==> src/rtl/des3_block_feeder.sv <==
// Byte-stream front-end for the 3DES encrypt->decrypt chain: packs bytes MSB-first into
// 64-bit blocks with PKCS#7 padding, launches one chain run per block and returns the result.
module des3_block_feeder #(
  parameter int unsigned TIMEOUT_CYCLES = 255
) (
  input  logic        clock,
  input  logic        rst,
  input  logic        in_valid,
  output logic        in_ready,
  input  logic [7:0]  in_byte,
  input  logic        in_last,
  output logic        des_start,
  output logic [63:0] des_plaintext,
  input  logic [63:0] des_ciphertext,
  input  logic [63:0] des_recovered,
  input  logic        des_done,
  output logic        out_valid,
  input  logic        out_ready,
  output logic [63:0] out_cipher,
  output logic        out_last,
  output logic        out_match,
  output logic        busy,
  output logic        timeout_err
);

  localparam logic [63:0] PadBlock = 64'h0808_0808_0808_0808;
  localparam logic [15:0] WdogLast = 16'(TIMEOUT_CYCLES - 32'd1);

  typedef enum logic [2:0] {
    StFill,
    StLaunch,
    StWait,
    StOut,
    StErr
  } state_e;

  state_e      r_state;
  state_e      w_state_next;
  logic [2:0]  r_count;
  logic        r_pad_pending;
  logic        r_last_flag;
  logic [15:0] r_wdog;
  logic [63:0] r_plain;
  logic [63:0] r_cipher;
  logic        r_out_last;
  logic        r_out_match;

  logic        w_accept;
  logic        w_final;
  logic        w_wdog_hit;
  logic [7:0]  w_pad_byte;
  logic [63:0] w_block;

  assign w_accept   = in_valid && (r_state == StFill);
  assign w_final    = w_accept && (in_last || (r_count == 3'd7));
  assign w_wdog_hit = (r_wdog == WdogLast);
  // Pad value is the number of bytes still missing after the current one.
  assign w_pad_byte = {5'd0, 3'd7 - r_count};

  always_comb begin
    w_block = r_plain;
    for (int i = 0; i < 8; i++) begin
      if (i == int'(r_count)) begin
        w_block[63-8*i -: 8] = in_byte;
      end else if (in_last && (i > int'(r_count))) begin
        w_block[63-8*i -: 8] = w_pad_byte;
      end
    end
  end

  always_comb begin
    w_state_next = r_state;
    unique case (r_state)
      StFill:   if (w_final) w_state_next = StLaunch;
      StLaunch: w_state_next = StWait;
      StWait: begin
        if (des_done) begin
          w_state_next = StOut;
        end else if (w_wdog_hit) begin
          w_state_next = StErr;
        end
      end
      StOut: begin
        if (out_ready) w_state_next = r_pad_pending ? StLaunch : StFill;
      end
      StErr:    w_state_next = StErr;
      default:  w_state_next = StFill;
    endcase
  end

  always_ff @(posedge clock) begin
    if (!rst) begin
      r_state <= StFill;
    end else begin
      r_state <= w_state_next;
    end
  end

  always_ff @(posedge clock) begin
    if (!rst) begin
      r_count       <= 3'd0;
      r_pad_pending <= 1'b0;
      r_last_flag   <= 1'b0;
      r_wdog        <= 16'd0;
      r_plain       <= 64'd0;
      r_cipher      <= 64'd0;
      r_out_last    <= 1'b0;
      r_out_match   <= 1'b0;
    end else begin
      unique case (r_state)
        StFill: begin
          if (w_accept) begin
            r_plain <= w_block;
            if (w_final) begin
              r_count       <= 3'd0;
              // A full final block needs a whole extra pad block behind it.
              r_pad_pending <= in_last && (r_count == 3'd7);
              r_last_flag   <= in_last && (r_count != 3'd7);
            end else begin
              r_count <= r_count + 3'd1;
            end
          end
        end
        StLaunch: r_wdog <= 16'd0;
        StWait: begin
          if (des_done) begin
            r_cipher    <= des_ciphertext;
            r_out_match <= (des_recovered == r_plain);
            r_out_last  <= r_last_flag;
          end else begin
            r_wdog <= r_wdog + 16'd1;
          end
        end
        StOut: begin
          if (out_ready) begin
            if (r_pad_pending) begin
              r_plain       <= PadBlock;
              r_pad_pending <= 1'b0;
              r_last_flag   <= 1'b1;
            end else begin
              r_count <= 3'd0;
            end
          end
        end
        default: ;
      endcase
    end
  end

  assign in_ready      = (r_state == StFill);
  assign des_start     = (r_state == StLaunch);
  assign des_plaintext = r_plain;
  assign out_valid     = (r_state == StOut);
  assign out_cipher    = r_cipher;
  assign out_last      = r_out_last;
  assign out_match     = r_out_match;
  assign busy          = (r_state != StFill);
  assign timeout_err   = (r_state == StErr);

endmodule
==> config.mk <==
export PLATFORM = sky130hd
export DESIGN_NAME = des3_block_feeder
export DESIGN_NICKNAME = d
export VERILOG_FILES = /design/src/rtl/des3_block_feeder.sv
export SDC_FILE = /design/constraint.sdc
export NUM_CORES = 1
export LEC_CHECK = 0
export CORE_UTILIZATION = 35
export DETAILED_ROUTE_END_ITERATION = 7
export HOLD_SLACK_MARGIN = 0.02
export MAX_ROUTING_LAYER = met4
export PLACE_DENSITY_LB_ADDON = 0.12
export RECOVER_POWER = 100
export SETUP_SLACK_MARGIN = 0.02
export SYNTH_ARGS = -nofsm -noshare
export SYNTH_HDL_FRONTEND = slang
export SYNTH_SLANG_ARGS = --single-unit
==> constraint.sdc <==
create_clock -name clock -period 2.9 [get_ports clock]
set_input_delay 0.435 -clock clock [delete_from_list [all_inputs] [get_ports clock]]
set_output_delay 0.435 -clock clock [all_outputs]
set_load 0.01 [all_outputs]
**Yosys cells after proc, flatten, opt, wreduce, memory -nomap -nowiden**

Index checks and enable logic that the tools add are counted.

- Output and inout bits: 135
- Bits in registers: 154
- Bits in writable memories: 0
- Latch bits: 0
- Memories kept: 0
- Word-level logic and storage cells: 128
- Memory bits (read-only): 0

- Multipliers: 0
- $add $sub $neg: 3
- Bitwise operators: 0
- Divide/modulo/power cells: 0
- Shift-type cells: 0
- Reductions and logical operators: 31
- Eq/ne operators: 30
- Muxes and demuxes: 41
- Magnitude comparators: 7

Operator list:

| cell | count |
|---|---|
| 2-to-1 mux 64 bit | 3 |
| case mux 64 bit (2 select lines) | 1 |
| 2-to-1 mux 8 bit | 15 |
| == test 64 bit | 1 |
| AND reduction 5 bit | 9 |
| case mux 16 bit (2 select lines) | 1 |
| 2-to-1 mux 3 bit | 8 |
| inequality test 3 x 1 -> 1 bit, second input constant | 7 |
| adder 16 x 1 -> 16 bit, second input constant | 1 |
| == test 16 x 8 -> 1 bit, second input constant | 1 |
| 2-to-1 mux 16 bit | 1 |
| case mux 3 bit (5 select lines) | 1 |
| == test 3 bit, first input constant | 4 |
| greater-than comparator 3 bit, first input constant | 4 |
| logical AND 1 bit | 11 |
| inequality test 2 x 1 -> 1 bit, second input constant | 5 |
| 2-to-1 mux 1 bit | 8 |
| AND reduction 4 bit | 2 |
| == test 2 x 3 -> 1 bit, first input constant | 2 |
| == test 3 x 2 -> 1 bit, second input constant | 2 |
| == test 3 bit, second input constant | 2 |
| greater-than comparator 2 x 3 -> 1 bit, first input constant | 2 |
| zero test 3 bit | 2 |
| inequality test 3 bit, second input constant | 2 |
| 13 further kinds | 17 |

**Depth between registers and ports, before layout**

Gate-level depths: netlist (run 1).

- Word-level depth: 6
- Mapped depth: 9
- Gate-level depth less buffers: 7

**Worst setup path after synthesis (run 1)**

No wires, ideal clock.

- Path kind: input to register
- Start point: in in_last
- End point: reg r_plain[49], in the netlist des_plaintext[49]
- Arrival time: 1.899 ns
- Library setup time: 0.070 ns
- Setup slack: 0.930 ns
- Cell stages on the path: 7
- Required time: 2.830 ns
- Path through: clkbuf_2 -> or3b_2 -> a21oi_1 -> o21ai_1 -> clkbuf_1 -> or3_1 -> a21oi_1

- Word-level cells in the longest chain between the ends: 3

Ends and longest elaborated chain:

| element | line | RTL |
|---|---|---|
| start, declared | 11 | `input logic in_last,` |
| logical AND 1 bit | 65 | `end else if (in_last && (i > int'(r_count))) begin` |
| inequality test 3 x 1 -> 1 bit (no line) | -- |  |
| AND reduction 5 bit (no line) | -- |  |
| end signal, assigned | 113 | `r_plain <= w_block;` |
| end signal, assigned | 137 | `r_plain <= PadBlock;` |
| end, declared | 43 | `logic [63:0] r_plain;` |

No other way between the ends.
A chain may end at the register's enable or synchronous reset.

**Final worst setup path (run 1)**

- Start point: reg r_state[0]
- End point: out in_ready

- Word-level cells in the longest chain between the ends: 1

Ends and longest elaborated chain:

| element | line | RTL |
|---|---|---|
| start, declared | 37 | `state_e r_state;` |
| start signal, assigned | 93 | `r_state <= StFill;` |
| start signal, assigned | 95 | `r_state <= w_state_next;` |
| zero test 3 bit | 150 | `assign in_ready = (r_state == StFill);` |
| end, declared | 9 | `output logic in_ready,` |

No other way between the ends.

==> results.md, run 1 <==
- I/O Pins: 277
- Post-Place Cell Area: 0.00994 mm^2
- Hold path cells: 2
- # fillers: 1837
- Crit path to: in_ready
- Vias in the first global route: 6601
- DRT Pass-1 Iters: 5
- Post-CTS resize count: 0
- # placed instances: 1361
- Peak VDD IR: 0.425 mV
- CP Class: reg2out
- Gp weighted congestion: 0.848
- XOR/XNOR share of the synthesized area: 9.47%
- Vias: 7018
- Crit path launch: r_state[0]
- Yosys reg bits: 154
- Pwr Density: 711 mW/mm^2
- Reg clk slew, reported paths: 0.06 ns
- Setup tns final: 0 ns
- Library cells used by synthesis: 52
- Clk_lat worst skew: 0.43 ns
- R2R setup slack: 0.42 ns
- Status: complete, no violations
- Leakage power: 0.00398 uW
- Wire per inst: 17.1 um
- Path depth of the worst reg2reg path: 7
- Most frequent cells in the layout: 188 x nand2_1, 154 x dfxtp_1, 141 x clkdlybuf4s50_1
- Initial antenna violation count: 0
- Largest net degree at the start of global routing: 68
- Sequential Area: 0.00308 mm^2
- CTS Root Cell: clkbuf_16
- Critical path, cell by cell: or3_1 -> inv_1 -> dlygate4sd3_1
- Clock buffer depth: 2
- Hold slack: 0.450 ns
- Total Die Area: 0.0204 mm^2
- Hold crit path type: reg2reg
- Initial DRC Count: 487
- Worst Max-Slew Pin Slew: 1.24 ns
- Post-CTS setup buffer count: 0
- Effective utilization at floorplan: 35.6%
- Worst setup EP type: primary output
- NetSw: 2570 uW
- Area contributors post-synth: dfxtp_1 44%, nand2_1 10%, xnor2_1 8.5%, a21oi_1 7.9%, nor2_1 3.4%
- Crit share post-route: 88.5%
- Crit start category: register
- Slew margin rel.: 17.2%
- Sequential-to-total area share from yosys stat: 44.4%
- Die W: 143 um
- Global-route wire length before repair: 36600 um
- Num rows: 51
- Simple-gate share of the synthesized area: 23.0%
- CTS tree: built
- Core Area: 0.0195 mm^2
- Area leader, netlist: dfxtp_1
- Layout Nets: 1265
- Multi-input logic area: 0.00355 mm^2
- Synth top area share: 44.4%
- Combinational share of power: 32.9%
- Crit path largest cell delay: 0.61 ns
- Post-DR vias/cell: 5.04
- Hold Violations, Final: 0
- Aggregate global routing overflow: 0
- Tmin final: 2.57 ns
- Synth-to-layout area growth: 51.7%
- Adder-cell share of the synthesized area: 1.44%
- Reg2Reg Capture Point: des_plaintext[41]
- Final setup vio count: 0
- Syn Inst Count: 866
- Commonest non-fill, non-tap cell in the layout: nand2_1
- TritonCTS Buffers: 17
- Post-synthesis mux area share: 0.289%
- Fin Clk Skew: 0.00946 ns
- CP max FO: 16
- Synth async-reset ratio: 0%
- YS warnings: 0
- Compound-Gate Fraction of Synth Area: 16.9%
- Fmax: 0.390 GHz
- Reg-to-Reg Start: r_count[0]
- Routed Antenna Nets: 0
- Mean Syn Cell Area: 8.01 um^2
- Clock network fraction of total power: 30.8%
- Largest family of logic cells by synthesized area: simple AND/OR/NAND/NOR gates
- CTS Hold Buffers Added: 0
- Switch share: 34.4%
- DRT Wirelength: 23900 um
- Final instance area: 0.0105 mm^2
- Detailed placement HPWL: 17500 um
- Max Cap Viol: 0
- Worst Path Required: 2.47 ns
- Max Slew Vio Count: 0
- I/O Buffers: 276
- Share of layout cells above drive strength 1: 4.79%
- RSZ-0062 raised after global routing: false
- Clock sinks: 154
- Syn Nets: 1016
- DRC Markers: 0
- Post-route insts no fill: 1393
- Internal Power: 4910 uW
- Worst path arrival time: 2.13 ns
- Cell with the largest stage delay on the worst path: dlygate4sd3_1
- Main synth FF type: dfxtp_1
- N_diodes: 0
- Seq pwr share: 36.3%
- H-tree Lvls: 4
- Number of flops mapped to enable cells by yosys: 0
- Total Power: 7490 uW
- Cell area after synthesis: 0.00694 mm^2
- Total track usage: 24.4%
- Chip Height: 143 um
cell usage after synthesis, types with 9 or more instances:
master    number
nand4_1       25
buf_1          9
nor2_1        62
and3_1         9
o21ai_0       13
xnor2_1       67
a21oi_1      110
nand3_1       18
a22oi_1       21
clkbuf_1      41
inv_1         13
dfxtp_1      154
nor3_1        21
nand2_1      188
state kept, by name (all words and copies together), names as in the netlist:
signal,cells
out_last,1
out_cipher,64
r_wdog,16
r_pad_pending,1
r_count,3
des_plaintext,64
r_last_flag,1
out_match,1
r_state,3
per-stage QoR:
| stage | setup slack [ns] | util (%) |
|---|---|---|
| finish | 0.335 | 54.1 |
| global route | 0.192 | 54.1 |
| CTS | 0.388 | 54.2 |
| detailed placement | 0.230 | 51.1 |
| global placement | 0.278 | 51.1 |
| floorplan | 0.930 | - |
per-layer routing:
| metal | vias up | share of wire [%] | GRT usage [%] |
|---|---|---|---|
| met5 | - | 0 | - |
| met4 | 0 | 1.6 | 7.47 |
| met3 | 25 | 6.7 | 5.57 |
| met2 | 266 | 47 | 37.4 |
| met1 | 3262 | 45 | 31.8 |
| li1 | 3465 | - | - |
logic make-up (layout without fill, tap and decap cells):
group / Yosys count / after routing
AO/OA/AOI/OAI: 193 / 193
XOR/XNOR: 75 / 75
adder cells (fa/ha/maj): 8 / 8
buffers and inverters: 75 / 337
flip-flops: 154 / 154
multiplexers: 2 / 2
AND/OR/NAND/NOR: 359 / 359
critical path: cells and delay by family, from the launching register on:
family        cells  cell delay (ns)
simple gates      1             0.51
flops             1             0.47
buf+inv           2             0.73
area by class of cell:
| cell class | instances | share of cell area, % |
|---|---|---|
| multi-input cells | 637 | 33.7 |
| clock buffers | 18 | 4.17 |
| repair buffers | 292 | 27.6 |
| flip-flops and latches | 154 | 29.3 |
| clock inverters | 14 | 1.60 |
| inverters | 13 | 0.487 |
| well taps | 265 | 3.15 |
worst min-delay path by stage:
stage / start / endpoint / slack (ns)
floorplan: r_last_flag / out_last / 0.43
global placement: out_cipher[30] / out_cipher[30] / 0.44
detailed placement: out_cipher[34] / out_cipher[34] / 0.45
CTS: out_cipher[12] / out_cipher[12] / 0.45
global route: out_cipher[55] / out_cipher[55] / 0.47
finish: out_cipher[55] / out_cipher[55] / 0.45
power by group through the flow:
stage / sequential [uW] / combinational (uW) / clock, uW
after floorplan: 2770 / 1350 / 0
after global placement: 2770 / 2580 / 0
after detailed placement: 2780 / 2590 / 0
after CTS: 2740 / 2600 / 2350
after global routing: 2760 / 2710 / 2430
final: 2720 / 2460 / 2300
(Power assumes the default switching activity.)
==> run 2: changes to the inputs <==
Settings changed: GPL_ROUTABILITY_DRIVEN set to 0.
==> results of run 2 <==
The final DEF is identical to that of run 1; final timing and power are the same.
